$ cat src/rtl/bit_stream_operand_serializer.sv
// LSB-first serializer feeding the bit-serial adder: one operand pair per valid/ready accept.
// Define GUARD_BITS_EN to append one A=B=0 guard cycle after each word.
module bit_stream_operand_serializer #(
    parameter int unsigned WIDTH = 8
) (
    input  logic             clk,
    input  logic             rst_n,
    input  logic             in_valid,
    output logic             in_ready,
    input  logic [WIDTH-1:0] op_a,
    input  logic [WIDTH-1:0] op_b,
    output logic             A,
    output logic             B,
    output logic             bit_valid,
    output logic             first_bit,
    output logic             last_bit,
    output logic             guard
);

    localparam int unsigned     CntW    = $clog2(WIDTH);
    localparam logic [CntW-1:0] CntLast = CntW'(WIDTH - 1);

    typedef enum logic [1:0] {StIdle, StShift, StGuard} state_e;

    state_e          r_state;
    logic [CntW-1:0] r_cnt;
    logic [WIDTH-1:0] r_sh_a;
    logic [WIDTH-1:0] r_sh_b;
    logic            r_bit_valid;
    logic            r_first;
    logic            r_last;
    logic            w_in_ready;
    logic            w_accept;
    logic            w_cnt_last;
    logic [CntW-1:0] w_cnt_inc;

    assign w_cnt_last = (r_cnt == CntLast);
    assign w_cnt_inc  = r_cnt + 1'b1;
    assign w_accept   = in_valid && w_in_ready;

    always_comb begin
        w_in_ready = 1'b0;
        case (r_state)
            StIdle:  w_in_ready = 1'b1;
            StGuard: w_in_ready = 1'b1;
`ifdef GUARD_BITS_EN
            StShift: w_in_ready = 1'b0;
`else
            StShift: w_in_ready = w_cnt_last;
`endif
            default: w_in_ready = 1'b0;
        endcase
    end

`ifdef GUARD_BITS_EN
    logic r_guard;
`endif

    // Shift registers are cleared whenever no data bit is on the line, so A/B
    // come straight from flop bit 0 and read 0 in IDLE and GUARD.
    always_ff @(posedge clk or negedge rst_n) begin
        if (!rst_n) begin
            r_state     <= StIdle;
            r_cnt       <= '0;
            r_sh_a      <= '0;
            r_sh_b      <= '0;
            r_bit_valid <= 1'b0;
            r_first     <= 1'b0;
            r_last      <= 1'b0;
`ifdef GUARD_BITS_EN
            r_guard     <= 1'b0;
`endif
        end else if (w_accept) begin
            r_state     <= StShift;
            r_cnt       <= '0;
            r_sh_a      <= op_a;
            r_sh_b      <= op_b;
            r_bit_valid <= 1'b1;
            r_first     <= 1'b1;
            r_last      <= 1'b0;
`ifdef GUARD_BITS_EN
            r_guard     <= 1'b0;
`endif
        end else begin
            case (r_state)
                StShift: begin
                    r_first <= 1'b0;
                    if (w_cnt_last) begin
                        r_cnt  <= '0;
                        r_sh_a <= '0;
                        r_sh_b <= '0;
                        r_last <= 1'b0;
`ifdef GUARD_BITS_EN
                        r_state     <= StGuard;
                        r_bit_valid <= 1'b1;
                        r_guard     <= 1'b1;
`else
                        r_state     <= StIdle;
                        r_bit_valid <= 1'b0;
`endif
                    end else begin
                        r_cnt       <= w_cnt_inc;
                        r_sh_a      <= r_sh_a >> 1;
                        r_sh_b      <= r_sh_b >> 1;
                        r_bit_valid <= 1'b1;
                        r_last      <= (w_cnt_inc == CntLast);
                    end
                end
                StGuard: begin
                    r_state     <= StIdle;
                    r_bit_valid <= 1'b0;
                    r_first     <= 1'b0;
                    r_last      <= 1'b0;
`ifdef GUARD_BITS_EN
                    r_guard     <= 1'b0;
`endif
                end
                StIdle: begin
                    r_bit_valid <= 1'b0;
                    r_first     <= 1'b0;
                    r_last      <= 1'b0;
                end
                default: r_state <= StIdle;
            endcase
        end
    end

    assign in_ready  = w_in_ready;
    assign A         = r_sh_a[0];
    assign B         = r_sh_b[0];
    assign bit_valid = r_bit_valid;
    assign first_bit = r_first;
    assign last_bit  = r_last;
`ifdef GUARD_BITS_EN
    assign guard     = r_guard;
`else
    assign guard     = 1'b0;
`endif

endmodule

$ cat config.mk
export PLATFORM = sky130hd
export DESIGN_NAME = bit_stream_operand_serializer
export DESIGN_NICKNAME = d
export VERILOG_FILES = /design/src/rtl/bit_stream_operand_serializer.sv
export SDC_FILE = /design/constraint.sdc
export NUM_CORES = 1
export LEC_CHECK = 0
export CAP_MARGIN = 30
export CORE_MARGIN = 2
export CORE_UTILIZATION = 42
export CTS_CLUSTER_SIZE = 24
export DETAILED_ROUTE_END_ITERATION = 8
export PLACE_DENSITY = 0.73
export SYNTH_ARGS = -nofsm -noshare
export SYNTH_HDL_FRONTEND = slang
export SYNTH_SLANG_ARGS = --single-unit
$ cat constraint.sdc
create_clock -name clk -period 1.7 [get_ports clk]
set_clock_uncertainty 0.1 [all_clocks]
set_input_delay 0.425 -clock clk [delete_from_list [all_inputs] [get_ports clk]]
set_output_delay 0.425 -clock clk [all_outputs]
set_load 0.005 [all_outputs]
### Word-level counts from Yosys, hierarchy flattened

Cells that the tools add are included.

* bits in registers: 24
* input port bits: 19
* output and inout bits: 7
* word-level logic and storage cells: 43

* add/sub/neg operators: 1
* equal/unequal tests: 6
* mux-type cells: 21
* reductions and logical operators: 8

Operator list (count)
* $mux 8: 4
* $mux 7: 2
* $mux 3: 3
* $eq 3x3->1 const B: 2
* $mux 1: 6
* $pmux 1 s2: 3
* $mux 2: 2
* $pmux 2 s2: 1
* $reduce_bool 2->1: 2
* $add 3x1->3 const B: 1
* $ne 3x3->1 const B: 1
* $reduce_bool 3->1: 1
* $reduce_or 3->1: 1
* $eq 2x1->1 const B: 1
* $eq 2x2->1 const B: 1
* $logic_not 2->1: 1
* $ne 2x2->1 const B: 1
* $reduce_and 2->1: 1
* $reduce_or 2->1: 1
* $logic_and 1x1->1: 1

### Depth between registers and ports, before layout

* word-level depth: 6
* depth in mapped cells: 8
* depth with buffers taken out: 6

### Worst setup path before layout

Ideal clock, no wire load.

* path type: reg-to-output
* from: register r_cnt[0]
* to: output in_ready
* arrival time: 1.262 ns
* required time: 1.175 ns
* setup slack: -0.087 ns
* cell stages (with the launch flop): 7
* buffers on the path: 2
* cells stage by stage: dfrtp_1 > ha_1 > ha_1 > and2b_1 > buf_4 > inv_2 > buf_2

* cells in the longest elaborated chain, start to end: 2

RTL lines
* start, declared: line 26 `logic [CntW-1:0] r_cnt;`
* start signal, assigned: line 102 `r_cnt <= w_cnt_inc;`
* $eq 3x3->1: line 37 `assign w_cnt_last = (r_cnt == CntLast);`
* $pmux 1 s2: line 43 `case (r_state)`
* end, declared: line 9 `output logic in_ready,`

No other way between the ends.

### Final worst setup path

* from: register r_cnt[1]
* to: output in_ready

The elaborated chain is that of the path after synthesis.

==> impl_summary.txt <==
----------------------------------------------------
[Drt]
  Post-Route WL ... 2.08 mm
  Total number of vias ... 836
  Remaining DRCs ... 0
  Router iterations before antenna repair ... 5
  Vias per std cell ... 5.32
  Wire length per cell ... 13.2 µm
  Routed Antenna Nets ... 0
  Drt first-iter violations ... 30

[Floorplan]
  Overall die area ... 2820 µm²
  Die Span X ... 53.1 µm
  Core area ... 2250 µm²
  Initial core utilization ... 44.9%
  Cell row count ... 17
  # IOs ... 26
  Vertical extent of the die ... 53.1 µm

[Yosys]
  Seq cells post-synth ... 23
  Ys Warns ... 0
  Area leader, netlist ... sky130_fd_sc_hd__dfrtp_1
  Fraction of synthesized cell area in xor and xnor cells ... 0%
  Compound-gate portion of the synthesized area ... 15.0%
  Number of distinct library cell variants in the gate-level netlist after synthesis ... 21
  Number of synthesized flops with an enable pin ... 0
  Most frequently used cell type in the post-synthesis netlist ... sky130_fd_sc_hd__dfrtp_1
  Fraction of the mapped netlist area in simple logic gates ... 18.3%
  Area share of the largest cell type after synthesis ... 56.9%
  Mapped Cells ... 97
  Average instance area after synthesis ... 10.4 µm²
  Most used DFF post-synth ... sky130_fd_sc_hd__dfrtp_1
  Register area share after synthesis ... 56.9%
  Synth async-reset ratio ... 100%
  Multiplexer share of the synthesized area ... 0%
  Synthesized net count ... 119
  Adder-cell share of the synthesized area ... 3.71%
  Top cell types by occurrence after synthesis ... sky130_fd_sc_hd__dfrtp_1, sky130_fd_sc_hd__nand2_1, sky130_fd_sc_hd__a22oi_1, sky130_fd_sc_hd__nand3_1, sky130_fd_sc_hd__nand2b_1
  Post-synthesis instance area ... 1010 µm²
  Cell types occupying the most area after synthesis ... sky130_fd_sc_hd__dfrtp_1, sky130_fd_sc_hd__a22oi_1, sky130_fd_sc_hd__nand3_1
  Main combinational cell family by area after synthesis ... simple AND/OR/NAND/NOR gates

[GRT]
  Overall fraction of global-route tracks in use ... 17.7%
  Met2 Track Usage GR ... 31.3%
  Maximum number of pins on one net before global-route repair ... 24
  Via count of the first global-routing pass ... 807
  First-pass GRT wire length ... 3.55 mm
  GRT met1 Usage ... 21.1%
  Met3 track demand over resource in global routing ... 3.39%
  Most Crowded Layer GR ... met2
  Gr ovfl total ... 0
  Antenna violations before repair ... 0

[Final layout]
  Final core occ ... 61.1%
  Non-Filler Instances ... 157
  Nets@finish ... 152
  Post-Layout Inst Area ... 1380 µm²
  Area grow syn2layout ... 36.1%
  Share of post-route cells with drive strength above 1 ... 15.5%
  Antenna fix cells ... 0

[Place]
  Final weighted congestion in routability-driven placement ... 0.759
  Placed inst area ... 1320 µm²
  Post-placement worst setup slack ... -0.235 ns
  Total placed cells including tap cells ... 149
  Count of buffers inserted at the top-level ports ... 24
  Detail Placement HPWL ... 1.48 mm

[Worst setup path]
  Crit-path cells ... ha_2 > ha_4 > and2b_1 > inv_2 > buf_6
  Category of the worst setup path launch point ... register
  Maximum cell stage delay along the critical path ... 0.40 ns
  Critical path required time ... 1.17 ns
  Worst Setup End Kind ... output pin
  Endpoint arrival time on the critical path ... 1.42 ns
  Biggest fanout along the worst timing path ... 3
  Worst setup path category ... reg2out
  Slowest CP cell ... sky130_fd_sc_hd__dfrtp_1

[Timing]
  Max-slew violation count ... 0
  Setup_tns ... -0.246 ns
  Ratio of final minimum period to clock period ... 114%
  Highest achievable clock rate ... 514 MHz
  Final critical delay including setup and external delays ... 1.95 ns
  Unrepaired setup endpoints after global routing ... true
  Max transition margin ... 55.1%
  Worst Setup Slack, final ... -0.246 ns
  Final setup violation count ... 1
  Hold Violations, Final ... 0
  Slew of the pin with the lowest slew margin ... 0.672 ns

[Power and ir drop]
  Sequential fraction of design power ... 43.1%
  Worst voltage drop across the vdd grid ... 0.859 mV
  Fraction of power consumed by combinational cells ... 44.5%
  NetSw ... 0.687 mW
  Pwr dens ... 1440 nW/µm²
  Pleak ... 0.689 nW
  Cell-internal power ... 1.30 mW
  Sw frac ... 34.5%
  Clock network fraction of design power ... 12.5%

[Clocking]
  Longest Clk Path Bufs ... 2
  Number of buffers added by the clock tree synthesis step ... 3
  Count of clock tree sinks ... 23
  Total of hold buffers inserted after clock tree synthesis ... 0
  CTS clk-pin slew, worst paths ... 0.12 ns
  H-tree levels ... 1
  Clock tree from TritonCTS ... yes
  Cell at the root of the clock tree ... sky130_fd_sc_hd__clkbuf_4
  Insertion delay to the later sink of the worst-skew pair ... 0.30 ns

[Flow run]
  Number of maximum-capacitance constraint violations ... 0

[Min path]
  Min-Delay Path Class ... in2async

[Status]
  Violations in the final reports ... negative setup slack
  Result of the run ... complete, but fails checks

----------------------------------------------------
-- logic make-up after synthesis --
group | count (synthesis)
fa+ha+maj | 3
buf+inv | 11
simple gates | 39
flops | 23
compound gates | 20
other cells | 1
-- timing repair --
| action | CTS | global route |
|---|---|---|
| resized for setup | 7 | 3 |
| setup buffers | 3 | 1 |
| setup endpoints to repair | 3 | 7 |
| cloned | 0 | 0 |
| pin swaps | 2 | 2 |
-- flip-flops by register name (all words and copies together) (netlist names) --
register / cells
r_state: 1
r_sh_b: 8
first_bit: 1
last_bit: 1
r_cnt: 3
bit_valid: 1
r_sh_a: 8
-- cell usage in the layout (no fill, tap or decap) --
| cell | count |
|---|---|
| sky130_fd_sc_hd__o21ai_0 | 2 |
| sky130_fd_sc_hd__and3_1 | 1 |
| sky130_fd_sc_hd__inv_2 | 1 |
| sky130_fd_sc_hd__conb_1 | 1 |
| sky130_fd_sc_hd__ha_1 | 1 |
| sky130_fd_sc_hd__buf_4 | 12 |
| sky130_fd_sc_hd__ha_4 | 1 |
| sky130_fd_sc_hd__nand2b_1 | 4 |
| sky130_fd_sc_hd__clkdlybuf4s50_1 | 18 |
| sky130_fd_sc_hd__a22oi_1 | 14 |
| sky130_fd_sc_hd__ha_2 | 1 |
| sky130_fd_sc_hd__clkbuf_4 | 3 |
| sky130_fd_sc_hd__clkbuf_1 | 1 |
| sky130_fd_sc_hd__a32o_1 | 2 |
| sky130_fd_sc_hd__dlygate4sd2_1 | 2 |
| sky130_fd_sc_hd__a21o_1 | 1 |
| sky130_fd_sc_hd__and2_1 | 1 |
| sky130_fd_sc_hd__and2b_1 | 1 |
| sky130_fd_sc_hd__dfrtp_1 | 23 |
| sky130_fd_sc_hd__buf_6 | 1 |
| sky130_fd_sc_hd__nand3_1 | 14 |
| sky130_fd_sc_hd__nand2_1 | 17 |
| sky130_fd_sc_hd__inv_1 | 2 |
| sky130_fd_sc_hd__nor2_2 | 1 |
| sky130_fd_sc_hd__o32ai_1 | 1 |
| sky130_fd_sc_hd__dlymetal6s2s_1 | 3 |
-- per-layer routing --
layer	up-vias	part of all wire [%]
li1	401	-
met2	20	53
met5	-	0
met1	413	42
met4	0	0.63
met3	2	4.8
-- power by group through the flow --
stage	Clock, mW	Sequential, mW	Combinational, mW
3_3_place_gp	0	0.860	0.813
5_1_grt	0.280	0.879	1.02
6_report	0.248	0.856	0.884
3_5_place_dp	0	0.866	0.850
4_1_cts	0.257	0.852	0.887
2_1_floorplan	0	0.860	0.569
-- through the flow --
step           hold slack [ns]  power (mW)
2_1_floorplan           0.0294        1.43
3_3_place_gp             0.377        1.67
3_5_place_dp             0.385        1.72
4_1_cts                  0.356        2.00
5_1_grt                  0.375        2.18
6_report                 0.348        1.99
-- layout make-up --
type,instances,area (µm²)
clock buffer,4,26.3
sequential,23,576
tap,28,35.0
timing repair buffer,36,337
inverter,3,11.3
multi-input combinational,63,393
fill,207,877
-- final timing paths --
path                                       startpoint                     to  slack (ns)  cells after the start
worst max-delay path             r_cnt[1]$_DFFE_PN0P_               in_ready       -0.25                      5
worst min-delay path                            rst_n     last_bit$_DFF_PN0_        0.35                      2
worst max register to register   r_cnt[1]$_DFFE_PN0P_  r_sh_b[7]$_DFFE_PN0P_        0.03                      6
worst min register to register  r_sh_b[6]$_DFFE_PN0P_  r_sh_b[6]$_DFFE_PN0P_        0.41                      2
max in group asynchronous                       rst_n  r_sh_b[1]$_DFFE_PN0P_        0.93                      2
min in group clk                r_sh_b[6]$_DFFE_PN0P_  r_sh_b[6]$_DFFE_PN0P_        0.41                      2
-- critical path: cells and delay by family (launching register included) --
family | cells | cell delay [ns]
simple gates | 1 | 0.21
buf+inv | 2 | 0.14
flops | 1 | 0.40
fa+ha+maj | 2 | 0.36
Power figures use the tool's default switching activity.
